`config.mk`:
```
export PLATFORM = sky130hd
export DESIGN_NAME = if_fetch
export DESIGN_NICKNAME = d
export VERILOG_FILES = /design/src/rtl/if_fetch.sv
export SDC_FILE = /design/constraint.sdc
export NUM_CORES = 1
export LEC_CHECK = 0
export ABC_AREA = 1
export BUFFER_PORTS_ARGS = -buffer_cell sky130_fd_sc_hd__buf_2
export CAP_MARGIN = 20
export CORE_MARGIN = 1
export CORE_UTILIZATION = 50
export DETAILED_ROUTE_END_ITERATION = 8
export MAX_ROUTING_LAYER = met4
export PLACE_DENSITY = 0.76
export SLEW_MARGIN = 10
export SYNTH_ARGS = -nofsm -noshare
export SYNTH_HDL_FRONTEND = slang
export SYNTH_SLANG_ARGS = --single-unit
```
`constraint.sdc`:
```
create_clock -name clk -period 10.3 [get_ports clk]
set_clock_uncertainty 0.1 [all_clocks]
set_input_delay 1.03 -clock clk [delete_from_list [all_inputs] [get_ports clk]]
set_output_delay 1.03 -clock clk [all_outputs]
set_load 0.03 [all_outputs]
```
`src/rtl/if_fetch.sv`:
```
// -----------------------------------------------------------------------------
// if_fetch -- instruction fetch stage with a small in-order prefetch buffer.
//
// A one-cycle BOOT state follows reset; afterwards the block stays in RUN and
// issues word-aligned fetches from its PC whenever the buffer plus the
// requests already in flight leave room for one more instruction. Responses
// come back in request order and are queued with their address. A jump
// flushes the buffer, redirects the PC and marks every request still in
// flight as stale so that its response is dropped when it arrives.
//
// Ports
//   clk, rst         clock, asynchronous active-high reset
//   jump_flag_i      redirect request from ex
//   jump_addr_i      redirect target (low two bits ignored)
//   ibus_req_o       fetch request toward instruction memory
//   ibus_addr_o      fetch address (current PC)
//   ibus_gnt_i       memory accepts the request this cycle
//   ibus_rvalid_i    read data valid (in request order)
//   ibus_rdata_i     instruction word
//   inst_valid_o     buffer head valid toward decode
//   inst_o           instruction at the buffer head (NOP when empty)
//   inst_addr_o      address of inst_o (0 when empty)
//   inst_ready_i     decode consumes the head
// -----------------------------------------------------------------------------
module if_fetch #(
    parameter logic [31:0] RESET_PC = 32'h0000_0000,
    parameter int          DEPTH    = 2
) (
    input  logic        clk,
    input  logic        rst,
    input  logic        jump_flag_i,
    input  logic [31:0] jump_addr_i,
    output logic        ibus_req_o,
    output logic [31:0] ibus_addr_o,
    input  logic        ibus_gnt_i,
    input  logic        ibus_rvalid_i,
    input  logic [31:0] ibus_rdata_i,
    output logic        inst_valid_o,
    output logic [31:0] inst_o,
    output logic [31:0] inst_addr_o,
    input  logic        inst_ready_i
);

    localparam int          PW      = (DEPTH > 1) ? $clog2(DEPTH) : 1;
    localparam logic [2:0]  DEPTH_C = 3'(DEPTH);
    localparam logic [31:0] NOP     = 32'h0000_0013;

    typedef enum logic {
        BOOT = 1'b0,
        RUN  = 1'b1
    } state_e;

    state_e        state_q;
    logic [31:0]   pc_q, pc_d;
    logic [31:0]   rsp_pc_q, rsp_pc_d;   // address of the next response that will be kept
    logic [2:0]    occ_q, occ_d;
    logic [2:0]    out_q, out_d;
    logic [2:0]    drop_q, drop_d;
    logic [PW-1:0] rd_ptr_q, rd_ptr_d;
    logic [PW-1:0] wr_ptr_q, wr_ptr_d;
    logic [31:0]   addr_mem_q [DEPTH];
    logic [31:0]   inst_mem_q [DEPTH];

    logic          empty_s;
    logic          full_s;
    logic          room_s;
    logic          req_s;
    logic          grant_s;
    logic          push_s;
    logic          pop_s;
    logic          valid_s;
    logic          unused_jump_lsb_s;

    function automatic logic [PW-1:0] ptr_inc(input logic [PW-1:0] p);
        if (p == PW'(DEPTH - 1)) begin
            return {PW{1'b0}};
        end else begin
            return p + PW'(1);
        end
    endfunction

    assign unused_jump_lsb_s = ^jump_addr_i[1:0];

    // Handshake decode and next-state computation for PC, counters and pointers.
    always_comb begin
        empty_s  = (occ_q == 3'd0);
        full_s   = (occ_q == DEPTH_C);
        // Buffer space must cover every request already in flight plus this one.
        room_s   = (({1'b0, occ_q} + {1'b0, out_q}) < {1'b0, DEPTH_C});
        req_s    = (state_q == RUN) & ~jump_flag_i & room_s;
        grant_s  = req_s & ibus_gnt_i;
        push_s   = ibus_rvalid_i & ~jump_flag_i & (drop_q == 3'd0);
        valid_s  = ~empty_s & ~jump_flag_i;
        pop_s    = valid_s & inst_ready_i;

        out_d    = out_q + {2'b00, grant_s} - {2'b00, ibus_rvalid_i};

        if (jump_flag_i) begin
            pc_d     = {jump_addr_i[31:2], 2'b00};
            rsp_pc_d = {jump_addr_i[31:2], 2'b00};
            // Everything still in flight after this cycle's response is stale.
            drop_d   = out_q - {2'b00, ibus_rvalid_i};
            occ_d    = 3'd0;
            rd_ptr_d = {PW{1'b0}};
            wr_ptr_d = {PW{1'b0}};
        end else begin
            pc_d     = grant_s ? (pc_q + 32'd4) : pc_q;
            rsp_pc_d = push_s ? (rsp_pc_q + 32'd4) : rsp_pc_q;
            if (ibus_rvalid_i && (drop_q != 3'd0)) begin
                drop_d = drop_q - 3'd1;
            end else begin
                drop_d = drop_q;
            end
            occ_d    = occ_q + {2'b00, push_s} - {2'b00, pop_s};
            rd_ptr_d = pop_s ? ptr_inc(rd_ptr_q) : rd_ptr_q;
            wr_ptr_d = push_s ? ptr_inc(wr_ptr_q) : wr_ptr_q;
        end
    end

    // FSM, PC, counters and buffer pointers.
    always_ff @(posedge clk or posedge rst) begin
        if (rst) begin
            state_q  <= BOOT;
            pc_q     <= RESET_PC;
            rsp_pc_q <= RESET_PC;
            occ_q    <= 3'd0;
            out_q    <= 3'd0;
            drop_q   <= 3'd0;
            rd_ptr_q <= {PW{1'b0}};
            wr_ptr_q <= {PW{1'b0}};
        end else begin
            case (state_q)
                BOOT:    state_q <= RUN;
                RUN:     state_q <= RUN;
                default: state_q <= BOOT;
            endcase
            pc_q     <= pc_d;
            rsp_pc_q <= rsp_pc_d;
            occ_q    <= occ_d;
            out_q    <= out_d;
            drop_q   <= drop_d;
            rd_ptr_q <= rd_ptr_d;
            wr_ptr_q <= wr_ptr_d;
        end
    end

    // Buffer storage; contents are only meaningful below the occupancy count.
    always_ff @(posedge clk) begin
        if (push_s) begin
            addr_mem_q[wr_ptr_q] <= rsp_pc_q;
            inst_mem_q[wr_ptr_q] <= ibus_rdata_i;
        end else begin
            addr_mem_q[wr_ptr_q] <= addr_mem_q[wr_ptr_q];
            inst_mem_q[wr_ptr_q] <= inst_mem_q[wr_ptr_q];
        end
    end

    assign ibus_req_o   = req_s;
    assign ibus_addr_o  = pc_q;
    assign inst_valid_o = valid_s;
    assign inst_o       = empty_s ? NOP : inst_mem_q[rd_ptr_q];
    assign inst_addr_o  = empty_s ? 32'h0000_0000 : addr_mem_q[rd_ptr_q];

    // A response can never land on a full buffer unless the head leaves too.
    a_no_overflow: assert property (@(posedge clk) disable iff (rst)
        !(push_s && full_s && !pop_s));

endmodule

```
==> impl_metrics.py <==
metrics = {
    "run_status": {
        "status": "complete, no violations",
    },
    "power": {
        "seqPwrFrac_pct": 36.8,
        "internal-power_mw": 1.595,
        "p_leak_nw": 5.803,
        "p_per_area_nw_per_um2": 242.2,
        "switching_power_mw": 1.216,
        "p_comb_share_pct": 39.6,
        "clkPwrFrac_pct": 23.6,
        "ir_worst_vdd_mv": 0.1333,
        "switching_share_pct": 43.27,
    },
    "detailed_routing": {
        "drc_errors": 0,
        "ant_nets": 0,
        "vias_per_cell": 4.968,
        "wl_per_cell_um": 13.91,
        "vias": 8043,
        "drt_wl_total_um": 22520,
        "initialDrtViolationCount": 632,
        "drtPass1Iterations": 7,
    },
    "global_route": {
        "grt.overflow.total": 0,
        "grt_pass1_wl_um": 36250,
        "grt.total_usage_pct": 23.70,
        "grt_max_degree": 73,
        "grt_pass1_vias": 7390,
        "antenna_found_initial": 0,
    },
    "setup_path": {
        "slowest_delay_ns": 0.55,
        "crit_chain": "buf_4, inv_2, buf_12, nand2_1, nand2_1, nand2_1, inv_1, buf_2",
        "worstPathMaxFanout": 65,
        "worst-setup-path-type": "flip-flop to output port",
        "endpoint_kind": "output port",
        "worst-path-buf-inv": 5,
        "cp-start-kind": "flip-flop",
        "required_ns": 9.17,
        "cp.arrival_ns": 2.34,
        "crit_family": "buffers and inverters",
        "critical_path.slowest_cell": "buf_4",
        "crit_top_cell": "nand2_1",
    },
    "placement": {
        "place_area_sq_um": 10980,
        "port_buffers": 161,
        "dp_hpwl_um": 15170,
        "routabilityCongestion": 0.9757,
        "dp_slack_ns": 6.474,
    },
    "clocking": {
        "clkTransAtPathRegs_ns": 0.07,
        "cts_tree": "yes",
        "cts_hold_buf": 0,
        "insertion_delay_ns": 0.44,
        "numClockSinks": 196,
        "cts_resized": 0,
        "cts_buffer_depth": 2,
        "post-cts-setup-buffers": 0,
        "cts_inserted_buffers": 17,
        "h-tree-depth": 4,
        "cts_root_buf": "clkbuf_16",
    },
    "yosys": {
        "synthTopCellsByArea": "edfxtp_1, nand2_1, dfrtp_1, inv_1, nand3_1",
        "yosys-top-cells-count": "nand2_1, inv_1, edfxtp_1",
        "netlist.area_leader.share_pct": 37.31,
        "ys_seq_elements": 196,
        "netlist_area_sq_um": 9980,
        "synth.yosys.seq_area_share_pct": 55.37,
        "synth_edf_count": 124,
        "ys.flop_type": "edfxtp_1",
        "yosysMostFrequentCell": "nand2_1",
        "ys_warn_count": 0,
        "synth_area_leader_cell": "edfxtp_1",
        "synth_cells": 1190,
        "synth.distinct_cells": 41,
        "async_flop_share_pct": 36.73,
        "syn_avg_cell_area_sq_um": 8.386,
    },
    "run": {
        "maxCapViolCount": 0,
    },
    "sta": {
        "rsz0062_at_grt": "no",
        "fin_crit_sh_pct": 33.72,
        "slew_headroom_pct": 35.66,
        "finalHoldViolCount": 0,
        "setup_tns_ns": 0,
        "report.final.slew_viol_count": 0,
        "setup_ws_ns": 6.826,
        "holdWs_ns": 0.4264,
        "setup_violations": 0,
        "max_slew.worst_pin.slew_ns": 0.9651,
        "period_minus_slack_ns": 3.474,
        "clock.fmax_ghz": 0.2879,
    },
    "floorplanning": {
        "core_sq_um": 19530,
        "io_pins": 168,
        "rows": 51,
        "fp.dieW_um": 143.3,
        "start_util_pct": 51.11,
        "die_y_um": 143.3,
        "die-area_sq_um": 20530,
    },
    "finish": {
        "fin_area_sq_um": 11610,
        "syn2layout_area_growth_pct": 16.31,
        "nets": 1426,
        "final_layout_size_suffix_gt1_share_pct": 17.36,
        "antenna_cells": 0,
        "final_util_pct": 59.45,
    },
    "worst_hold_path": {
        "hp-class": "flip-flop to flip-flop",
    },
}
==> final timing paths <==
| path | start | endpoint | slack (ns) | depth (start not counted) |
|---|---|---|---|---|
| worst max-delay path | rd_ptr_q | inst_addr_o[24] | 6.83 | 8 |
| worst min-delay path | rsp_pc_q[26] | addr_mem_q[1][26] | 0.43 | 0 |
| worst max register to register | occ_q[1] | out_q[2] | 7.39 | 11 |
| worst min register to register | rsp_pc_q[26] | addr_mem_q[1][26] | 0.43 | 0 |
| max in group asynchronous | rst | rd_ptr_q | 8.66 | 3 |
| min in group asynchronous | rst | ibus_addr_o[7] | 0.78 | 3 |
==> state kept, by name, indices dropped and copies added (netlist names) <==
register / cells
wr_ptr_q: 1
state_q: 1
inst_mem_q: 64
rsp_pc_q: 30
drop_q: 3
ibus_addr_o: 30
occ_q: 3
out_q: 3
addr_mem_q: 60
rd_ptr_q: 1
==> worst reg2reg max path, stage by stage, from the launching register on <==
cell     delay (ns)
dfrtp_1        0.46
inv_1          0.09
fa_1           0.54
nand3_1        0.08
nor2_2         0.12
nand3_2        0.29
ha_1           0.39
inv_1          0.05
ha_1           0.13
inv_1          0.05
fa_1           0.37
xnor2_1        0.14
==> final cells by class <==
| class | instances | area [sq um] |
|---|---|---|
| sequential | 196 | 5527 |
| multi-input combinational | 789 | 3635 |
| clock buffer | 17 | 425.4 |
| timing repair buffer | 168 | 883.3 |
| inverter | 169 | 640.6 |
| clock inverter | 15 | 165.2 |
| tap | 265 | 331.6 |
| fill | 1733 | 7919 |
==> metrics by stage <==
step	instances	total power, mW
6_report	1619	2.811
5_1_grt	1619	2.999
4_1_cts	1617	2.814
2_1_floorplan	1193	1.843
3_5_place_dp	1585	2.155
3_3_place_gp	1585	2.131
==> cell usage in the layout (no fill, tap or decap), types with 3 or more instances in the layout <==
master     netlist  final
o21bai_1         4      4
clkbuf_16        0     17
nor3_1           8      8
nor2_4           1      3
nor2_1          73     71
xnor2_1          9      9
buf_4            6      5
clkinv_4         1      3
o211ai_1        16     16
buf_2            5    161
inv_1          160    159
nor2_2           9      9
nand2_1        493    493
nand4_1          5      5
o21ai_0         26     26
inv_2            7      8
a21oi_1         12     12
inv_6            0      6
edfxtp_1       124    124
inv_8            0      3
nand3_1         69     69
conb_1           2      5
nand2_2          3      3
dfrtp_1         72     71
ha_1            12     12
nand3_2          4      4
xor2_1          17     17
o21ai_1          6      6
fa_1             3      3
==> kinds of logic (layout without fill, tap and decap cells) <==
logic type | after synthesis | count (layout) | synth area share [%]
AO/OA/AOI/OAI | 69 | 69 | 4.125
XOR/XNOR | 26 | 26 | 2.282
adder cells (fa/ha/maj) | 15 | 15 | 2.106
buffers and inverters | 208 | 369 | 8.475
flip-flops | 196 | 196 | 55.37
other | 2 | 5 | 0.07525
AND/OR/NAND/NOR | 674 | 674 | 27.57
==> power by group through the flow <==
stage	Sequential (mW)	Clock [mW]	Combinational (mW)
3_5_place_dp	1.05	0	1.11
5_1_grt	1.05	0.701	1.25
4_1_cts	1.03	0.672	1.11
6_report	1.03	0.663	1.11
3_3_place_gp	1.04	0	1.09
2_1_floorplan	1.07	0	0.778
==> metal layers <==
metal / part of all wire, % / track usage (%)
met3: 7.7 / 4.527
met2: 46 / 37.25
met4: 1.6 / 6.943
met1: 45 / 31.33
met5: 0 / -
Power figures use the tool's default switching activity.
